==> src/rtl/fetch_unit_pkg.sv <==
// Shared fetch definitions: default width, default reset PC and fetch FSM state encodings.
// Latency: n/a (types and constants only).
// Backpressure: n/a.
package fetch_unit_pkg;

    localparam int          XLEN_DEF     = 32;
    localparam logic [31:0] RESET_PC_DEF = 32'h0000_0000;

    typedef enum logic [1:0] {
        ST_IDLE    = 2'd0,
        ST_REQ     = 2'd1,
        ST_WAIT    = 2'd2,
        ST_DISCARD = 2'd3
    } fetch_state_t;

endpackage

==> src/rtl/fetch_fifo.sv <==
// Prefetch buffer: synchronous FIFO with flush, show-ahead head and occupancy count.
// Latency: a pushed word is visible at the head the cycle after the push.
// Backpressure: push while full is accepted only together with a pop; pop while empty is ignored.
module fetch_fifo #(
    parameter int WIDTH = 64,
    parameter int DEPTH = 4
) (
    input  logic                       clk,
    input  logic                       reset,
    input  logic                       flush,
    input  logic                       push,
    input  logic [WIDTH-1:0]           push_data,
    input  logic                       pop,
    output logic                       head_valid,
    output logic [WIDTH-1:0]           head_data,
    output logic [$clog2(DEPTH):0]     count
);

    localparam int AW = $clog2(DEPTH);
    localparam int CW = AW + 1;

    logic [WIDTH-1:0] mem [DEPTH];
    logic [AW-1:0]    rd_ptr;
    logic [AW-1:0]    wr_ptr;
    logic             full;
    logic             do_push;
    logic             do_pop;

    assign head_valid = (count != '0);
    assign full       = (count == CW'(DEPTH));
    assign do_pop     = pop && head_valid;
    assign do_push    = push && (!full || do_pop);
    // Gate the head so an empty buffer presents zeros rather than stale storage.
    assign head_data  = head_valid ? mem[rd_ptr] : '0;

    always_ff @(posedge clk or negedge reset) begin
        if (!reset) begin
            rd_ptr <= '0;
            wr_ptr <= '0;
            count  <= '0;
        end else if (flush) begin
            rd_ptr <= '0;
            wr_ptr <= '0;
            count  <= '0;
        end else begin
            if (do_push) wr_ptr <= wr_ptr + AW'(1);
            if (do_pop)  rd_ptr <= rd_ptr + AW'(1);
            count <= count + CW'(do_push) - CW'(do_pop);
        end
    end

    always_ff @(posedge clk) begin
        if (do_push && !flush) mem[wr_ptr] <= push_data;
    end

endmodule

==> src/rtl/fetch_unit.sv <==
// Fetch stage: owns the PC, issues one-outstanding word reads, buffers {pc, instr} for the datapath.
// Latency: request the cycle after reset release; word on inst_* the cycle after imem_rsp_valid.
// Backpressure: fetch pauses when buffered plus in-flight words reach FIFO_DEPTH; FETCH_PERF_CNT_EN adds counters.
module fetch_unit
    import fetch_unit_pkg::*;
#(
    parameter int              XLEN       = XLEN_DEF,
    parameter logic [XLEN-1:0] RESET_PC   = XLEN'(RESET_PC_DEF),
    parameter int              FIFO_DEPTH = 4
) (
    input  logic            clk,
    input  logic            reset,
    output logic            imem_req_valid,
    input  logic            imem_req_ready,
    output logic [XLEN-1:0] imem_req_addr,
    input  logic            imem_rsp_valid,
    input  logic [XLEN-1:0] imem_rsp_data,
    input  logic            redirect_valid,
    input  logic [XLEN-1:0] redirect_pc,
    output logic            inst_valid,
    input  logic            inst_ready,
    output logic [XLEN-1:0] inst_data,
    output logic [XLEN-1:0] inst_pc
`ifdef FETCH_PERF_CNT_EN
    ,
    output logic [31:0]     perf_fetched,
    output logic [31:0]     perf_stalls
`endif
);

    localparam int CW = $clog2(FIFO_DEPTH) + 1;

    fetch_state_t    state;
    fetch_state_t    state_nxt;
    logic [XLEN-1:0] fetch_pc;
    logic [XLEN-1:0] fetch_pc_nxt;
    logic [CW-1:0]   count;
    logic [CW-1:0]   count_after;
    logic            accept;
    logic            push;
    logic            pop;
    logic [2*XLEN-1:0] head;

    assign imem_req_valid = (state == ST_REQ);
    assign imem_req_addr  = fetch_pc;
    assign accept         = imem_req_valid && imem_req_ready;
    assign push           = (state == ST_WAIT) && imem_rsp_valid && !redirect_valid;
    assign pop            = inst_valid && inst_ready && !redirect_valid;
    // Occupancy once the arriving word lands, used to decide whether to fetch again.
    assign count_after    = count + CW'(1) - CW'(pop);
    assign {inst_pc, inst_data} = head;

    // fetch_pc has already advanced on acceptance, so the in-flight word sits one word behind it.
    fetch_fifo #(
        .WIDTH (2*XLEN),
        .DEPTH (FIFO_DEPTH)
    ) u_fifo (
        .clk        (clk),
        .reset      (reset),
        .flush      (redirect_valid),
        .push       (push),
        .push_data  ({fetch_pc - XLEN'(4), imem_rsp_data}),
        .pop        (pop),
        .head_valid (inst_valid),
        .head_data  (head),
        .count      (count)
    );

    always_ff @(posedge clk or negedge reset) begin
        if (!reset) begin
            state    <= ST_IDLE;
            fetch_pc <= RESET_PC;
        end else begin
            state    <= state_nxt;
            fetch_pc <= fetch_pc_nxt;
        end
    end

    always_comb begin
        state_nxt    = state;
        fetch_pc_nxt = fetch_pc;
        if (accept) fetch_pc_nxt = fetch_pc + XLEN'(4);
        case (state)
            ST_IDLE:    if (count < CW'(FIFO_DEPTH)) state_nxt = ST_REQ;
            ST_REQ:     if (accept) state_nxt = ST_WAIT;
            ST_WAIT:    if (imem_rsp_valid)
                            state_nxt = (count_after < CW'(FIFO_DEPTH)) ? ST_REQ : ST_IDLE;
            ST_DISCARD: if (imem_rsp_valid) state_nxt = ST_REQ;
            default:    state_nxt = ST_IDLE;
        endcase
        // A redirect overrides everything; any request already accepted must have its response dropped.
        if (redirect_valid) begin
            fetch_pc_nxt = redirect_pc & ~XLEN'(3);
            case (state)
                ST_IDLE:    state_nxt = ST_REQ;
                ST_REQ:     state_nxt = accept ? ST_DISCARD : ST_REQ;
                ST_WAIT:    state_nxt = imem_rsp_valid ? ST_REQ : ST_DISCARD;
                ST_DISCARD: state_nxt = imem_rsp_valid ? ST_REQ : ST_DISCARD;
                default:    state_nxt = ST_IDLE;
            endcase
        end
    end

`ifdef FETCH_PERF_CNT_EN
    always_ff @(posedge clk or negedge reset) begin
        if (!reset) begin
            perf_fetched <= '0;
            perf_stalls  <= '0;
        end else begin
            if (push) perf_fetched <= perf_fetched + 32'd1;
            if (imem_req_valid && !imem_req_ready) perf_stalls <= perf_stalls + 32'd1;
        end
    end
`endif

endmodule

==> config.mk <==
export PLATFORM = sky130hd
export DESIGN_NAME = fetch_unit
export DESIGN_NICKNAME = d
export VERILOG_FILES = /design/src/rtl/fetch_unit_pkg.sv /design/src/rtl/fetch_fifo.sv /design/src/rtl/fetch_unit.sv
export SDC_FILE = /design/constraint.sdc
export NUM_CORES = 1
export LEC_CHECK = 0
export CAP_MARGIN = 10
export CORE_MARGIN = 4
export CORE_UTILIZATION = 40
export CTS_BUF_LIST = sky130_fd_sc_hd__clkbuf_16
export DETAILED_ROUTE_END_ITERATION = 7
export SLEW_MARGIN = 20
export SYNTH_ARGS = -nofsm -noshare
export SYNTH_HDL_FRONTEND = slang
export SYNTH_HIERARCHICAL = 1
export SYNTH_SLANG_ARGS = --single-unit
==> constraint.sdc <==
create_clock -name clk -period 14.8 [get_ports clk]
set_input_delay 2.96 -clock clk [delete_from_list [all_inputs] [get_ports clk]]
set_output_delay 2.96 -clock clk [all_outputs]
set_load 0.01 [all_outputs]
Word-level counts from Yosys, hierarchy flattened
Memory sizes are Yosys's and may differ from the RTL's.
Cells that the tools add are included.
- $add $sub $neg: 8
- magnitude comparators: 2
- equal/unequal tests: 8
- mux-type cells: 20
- reduce and logical (&&, ||, !) cells: 18
- operators with widths (kind ; number):
    $mux W32 ; 2
    $mux W64 ; 1
    $add A32 B3 Y32 const B ; 1
    $sub A32 B3 Y32 const B ; 1
    $mux W2 ; 11
    $ne A3 B3 Y1 const B ; 3
    $logic_and A1 B1 Y1 ; 8
    $pmux W2 S4 ; 1
    $lt A3 B3 Y1 const B ; 2
    $pmux W2 S3 ; 1
    $reduce_bool A2 Y1 ; 3
    $sub A3 B1 Y3 ; 2
    $add A2 B1 Y2 const B ; 2
    $eq A2 B2 Y1 const B ; 2
    $reduce_and A4 Y1 ; 1
    $add A3 B1 Y3 ; 1
    $add A3 B1 Y3 const B ; 1
    $eq A3 B3 Y1 const B ; 1
    $mux W1 ; 3
    $mux W3 ; 1
    $ne A3 B1 Y1 const B ; 1
    $reduce_bool A3 Y1 ; 1
    $eq A2 B1 Y1 const B ; 1
    $logic_not A1 Y1 ; 2
    other kinds (3) ; 3
- register bits: 41
- memory bits (writable): 256
- bits of input ports: 70
- output and inout port bits: 98
- word-level logic and storage cells: 62
- memories: 1
- memory list (name ; depth ; bits a word ; rd ports ; clocked after memory_dff ; write ports ; line ; text):
    u_fifo.mem ; 4 ; 64 ; 1 ; 0 ; 1 ; fetch_fifo.sv:22 ; logic [WIDTH-1:0] mem [DEPTH];

Longest topological paths before layout
- word-level depth: 9
- gate-level depth with buffers: 14
- depth with buffers taken out: 13

By module
The synthesis kept the hierarchy.
- modules (own cells, without submodules) (module ; instances ; cells each ; area each (um^2) ; seq. area each (um^2)):
    fetch_fifo ; 1 ; 450 ; 10117.2 ; 7862.5
    fetch_unit ; 1 ; 320 ; 2558.7 ; 800.8

Worst setup path before layout
No wires, ideal clock.
- path type: input to register
- start: input redirect_valid
- end: memory u_fifo.mem[0][0] (enable)
- setup time: 0.578 ns
- arrival time: 8.731 ns
- required time: 14.222 ns
- path slack: 5.491 ns
- stages: 7
- buffers on the path: 3
- cells stage by stage: clkbuf_1 clkbuf_1 clkbuf_1 nor3_1 o41a_1 inv_1 nor3b_1
- elaborated cells on any way between the ends: 9
- those cells by class: mux: 2; reduce/logical: 7
- RTL lines (element ; line ; text):
    start, declared ; fetch_unit.sv:18 ; input logic redirect_valid,
    $logic_not A1 Y1 ; fetch_unit.sv:47 ; assign push = (state == ST_WAIT) && imem_rsp_valid && !redirect_valid;
    $logic_and A1 B1 Y1 ; fetch_unit.sv:47 ;
    via push ; fetch_unit.sv:40 ; logic push;
    $logic_and A1 B1 Y1 ; fetch_fifo.sv:32 ; assign do_push = push && (!full || do_pop);
    $logic_and A1 B1 Y1 ; fetch_fifo.sv:53 ; if (do_push && !flush) mem[wr_ptr] <= push_data;
    $mux W1 ; fetch_fifo.sv:53 ;
    $mux W1 (implied by the code) ; fetch_fifo.sv:53 ;
    end, declared ; fetch_fifo.sv:22 ;
The timed path passes the listed nets, and every way through them passes these cells.

Worst setup path in the final report
- start: register u_fifo.rd_ptr[0]
- end: output inst_pc[17]
- cells in the longest elaborated chain, start to end: 2
- RTL lines (element ; line ; text):
    start, declared ; fetch_fifo.sv:23 ; logic [AW-1:0] rd_ptr;
    start signal, assigned ; fetch_fifo.sv:47 ; if (do_pop) rd_ptr <= rd_ptr + AW'(1);
    $mem_v2 Z4 W64 ; n/a ;
    $mux W64 ; fetch_fifo.sv:34 ; assign head_data = head_valid ? mem[rd_ptr] : '0;
    end, declared ; fetch_unit.sv:23 ; output logic [XLEN-1:0] inst_pc
No other way between the ends.

==> flow_summary.toml <==
[cts]
worst_skew_pair.late_latency_ns = 0.51
ctsHoldBuffers = 0
ctsRootBufferMaster = "sky130_fd_sc_hd__clkbuf_16"
clkSlewWorstSetupHoldPaths_ns = 0.06
tritoncts = "done"
post_cts.repair.setup_buffers = 0
cts_made_buffers = 34
cts_max_level = 2
cells_resized_by_post_cts_repair = 0
cts_sinks = 295
max-clock-path-buffers = 3

[critical_path]
worstPathCellList = "buf_4 > mux4_2 > and2_1 > clkdlybuf4s50_1"
number_of_cells_traversed_by_the_worst_register_to_register_path = 13
critical-path-top-delay-family = "buffers and inverters"
worst-setup-path-type = "reg2out"
crit_path_max_fanout = 46
cp_slowest_stage_delay_ns = 0.83
cp-end-kind = "output pin"
worstPathArrival_ns = 3.37
bufs_and_invs_on_worst_path = 2
r2r_slack_ns = 11.22
regToRegStartpoint = "u_fifo/count[1]"
cp-start-kind = "flip-flop"
reg2reg_to = "u_fifo/count[2]"
timing.critical_path.slowest_stage_cell = "sky130_fd_sc_hd__buf_4"
worst_ep_required_time_ns = 11.84

[sta]
timing.max_slew.rel_slack_pct = 29.6
layout_min_cycle_time_ns = 6.33
total_negative_setup_slacks_ns = 0
layout_worst_path_cycle_share_pct = 42.7
fin_worst_skew_ns = 0.0213
timing_max_transition_violations_final = 0
fmaxAchievable_ghz = 0.158
max_slew.worst_pin.slew_ns = 1.06
hold_vio_cnt_final = 0
grt_setup_unrepaired = "no"
setup_viol = 0

[synth]
post_synth_instance_area_um2 = 12700
synthesis.instances = 770
synth_enable_flop_cells = 256
ys_async_sr_fraction_pct = 13.2
most_instantiated_flip_flop_cell_in_the_synthesis_netlist = "sky130_fd_sc_hd__edfxtp_1"
synth-seq-cells = 295
synth_seq_area_share_pct = 68.3
synth.yosys.warnings = 6
syn_avg_cell_area_um2 = 16.5
yosysUniqueCellTypes = 48

[grt]
gr-total-overflow = 0
grt_start_max_net_pins = 66
antenna_found_initial = 0
first_global_vias = 7710
global_routing_usage_summed_across_all_routing_layers_pct = 16.4
grt_first_pass_wirelength_um = 44100

[placed_design]
dp_hpwl_um = 16700
dpl.cell_count = 1293
instance_area_after_placement_um2 = 14600
place_congestion = 0.789
placement.io_buffers = 163

[power_and_ir_drop]
power_density_nw_per_um2 = 118
ir_drop_mv = 0.0579
total_leakage_power_nw = 5.11
total_power_mw = 1.86

[finish]
insertedDiodeCount = 0
final_design_area_no_fill_um2 = 15700
final_util_pct = 50.9
final_layout_size_suffix_gt1_share_pct = 13.9
mostFrequentLayoutCells = "256 x sky130_fd_sc_hd__edfxtp_1, 162 x sky130_fd_sc_hd__clkdlybuf4s50_1, 67 x sky130_fd_sc_hd__and2_1"
fillers = 2618
final-instance-count-excl-fill = 1353
final_common_cell = "sky130_fd_sc_hd__edfxtp_1"
design.final.nets = 1012
areaGrowthSynthToFinish_pct = 24.0

[floorplan]
ios = 168
chipWidth_um = 186
rows = 64
die_footprint_um2 = 34600
die_y_um = 186
design.core.area_um2 = 30900
starting_density_of_the_core_pct = 41.0

[drt]
drt.antenna.violating_nets = 0
final_routed_drc_violation_total = 0
post_drt_via_cell_ratio = 5.35
wirelength_um = 28200
dr_total_vias = 7243
dr.first_iter.drc_count = 389
first_pass_iters = 5
routedWlPerCell_um = 20.8

[hold_path]
hold_path_startpoint = "u_fifo/wr_ptr[1]"
min_path_type = "reg2reg"
worstHoldPathCells = 2
worstHoldEndpoint = "u_fifo/wr_ptr[1]"

[run]
drv.max_cap_violation_count = 0

[status]
outcome = "finished clean"
## logic make-up (layout without fill, tap and decap cells)
kind of cell	count (synthesis)	count (layout)	synth area share, %
adder cells (fa/ha/maj)	9	9	0.948
flip-flops	295	295	68.3
AND/OR/NAND/NOR	234	234	10.8
XOR/XNOR	42	42	2.90
buffers and inverters	67	245	2.54
multiplexers	67	67	11.6
other	1	10	0.0296
AO/OA/AOI/OAI	55	55	2.83
## power breakdown
part	switching [mW]	total (mW)	internal, mW
combinational	0.0565	0.112	0.0551
clock	0.318	0.798	0.480
sequential	0.0251	0.948	0.923
## sequential cells by signal, indices dropped and copies added (netlist names)
name and cells:
u_fifo/mem 256, u_fifo/wr_ptr 2, u_fifo/count 3, u_fifo/rd_ptr 2
state 2, imem_req_addr 30
## metal layers
| layer | global-route usage (%) | vias to the layer above | share of wire, % |
|---|---|---|---|
| met5 | 0 | - | 0 |
| met4 | 3.56 | 0 | 1.7 |
| met3 | 3.73 | 37 | 5.6 |
| met2 | 26.6 | 184 | 48 |
| met1 | 23.1 | 3699 | 45 |
| li1 | - | 3323 | - |
## worst min-delay path, cell delays in order, from the launching register on
cell and delay, ns:
sky130_fd_sc_hd__dfrtp_1 0.42, sky130_fd_sc_hd__nand2b_1 0.08, sky130_fd_sc_hd__mux2i_1 0.06
## worst max path at each step
stage | from | endpoint | slack, ns | depth (start not counted)
2_1_floorplan | redirect_valid | u_fifo/mem[0][0] | 5.49 | 7
3_3_place_gp | redirect_valid | u_fifo/count[2] | 8.69 | 13
3_5_place_dp | redirect_valid | u_fifo/count[2] | 8.69 | 13
4_1_cts | u_fifo/rd_ptr[0] | inst_pc[16] | 8.31 | 4
5_1_grt | u_fifo/rd_ptr[0] | inst_pc[15] | 8.16 | 4
6_report | u_fifo/rd_ptr[0] | inst_pc[17] | 8.47 | 4
## cell type report
cell class	instances	area (µm²)	share of cell area (%)
clock inverters	25	194	1.23
repair buffers	170	1680	10.7
inverters	15	56.3	0.358
well taps	396	495	3.15
flip-flops and latches	295	8670	55.2
multi-input cells	417	3750	23.8
clock buffers	35	876	5.57
## synth_stat cells, drive strengths merged (2+ instances only)
library cell	number	area (µm²)
and4	2	17.5
nand2	32	120
clkbuf	34	128
nand3	15	75.1
a22oi	2	15.0
and3	5	31.3
xor2	25	219
nand4	14	87.6
nor4	10	92.6
o211ai	5	37.5
xnor2	17	149
nand2b	3	18.8
o21ai	16	80.1
buf	18	138
or3	8	50.1
dfrtp	39	976
nor2	34	128
or4	19	150
nor3	11	65.1
mux4	64	1440
a31oi	14	87.6
nor3b	5	37.5
o31ai	14	105
ha	8	100
mux2	2	22.5
nor2b	4	25.0
and2	67	419
inv	14	52.6
edfxtp	256	7690
## metrics by stage
step,setup WS (ns),hold slack [ns]
final,8.47,0.598
after global routing,8.16,0.658
after CTS,8.31,0.603
after detailed placement,8.69,0.595
after global placement,8.69,0.585
after floorplan,5.49,0.554
Power figures use the tool's default switching activity.
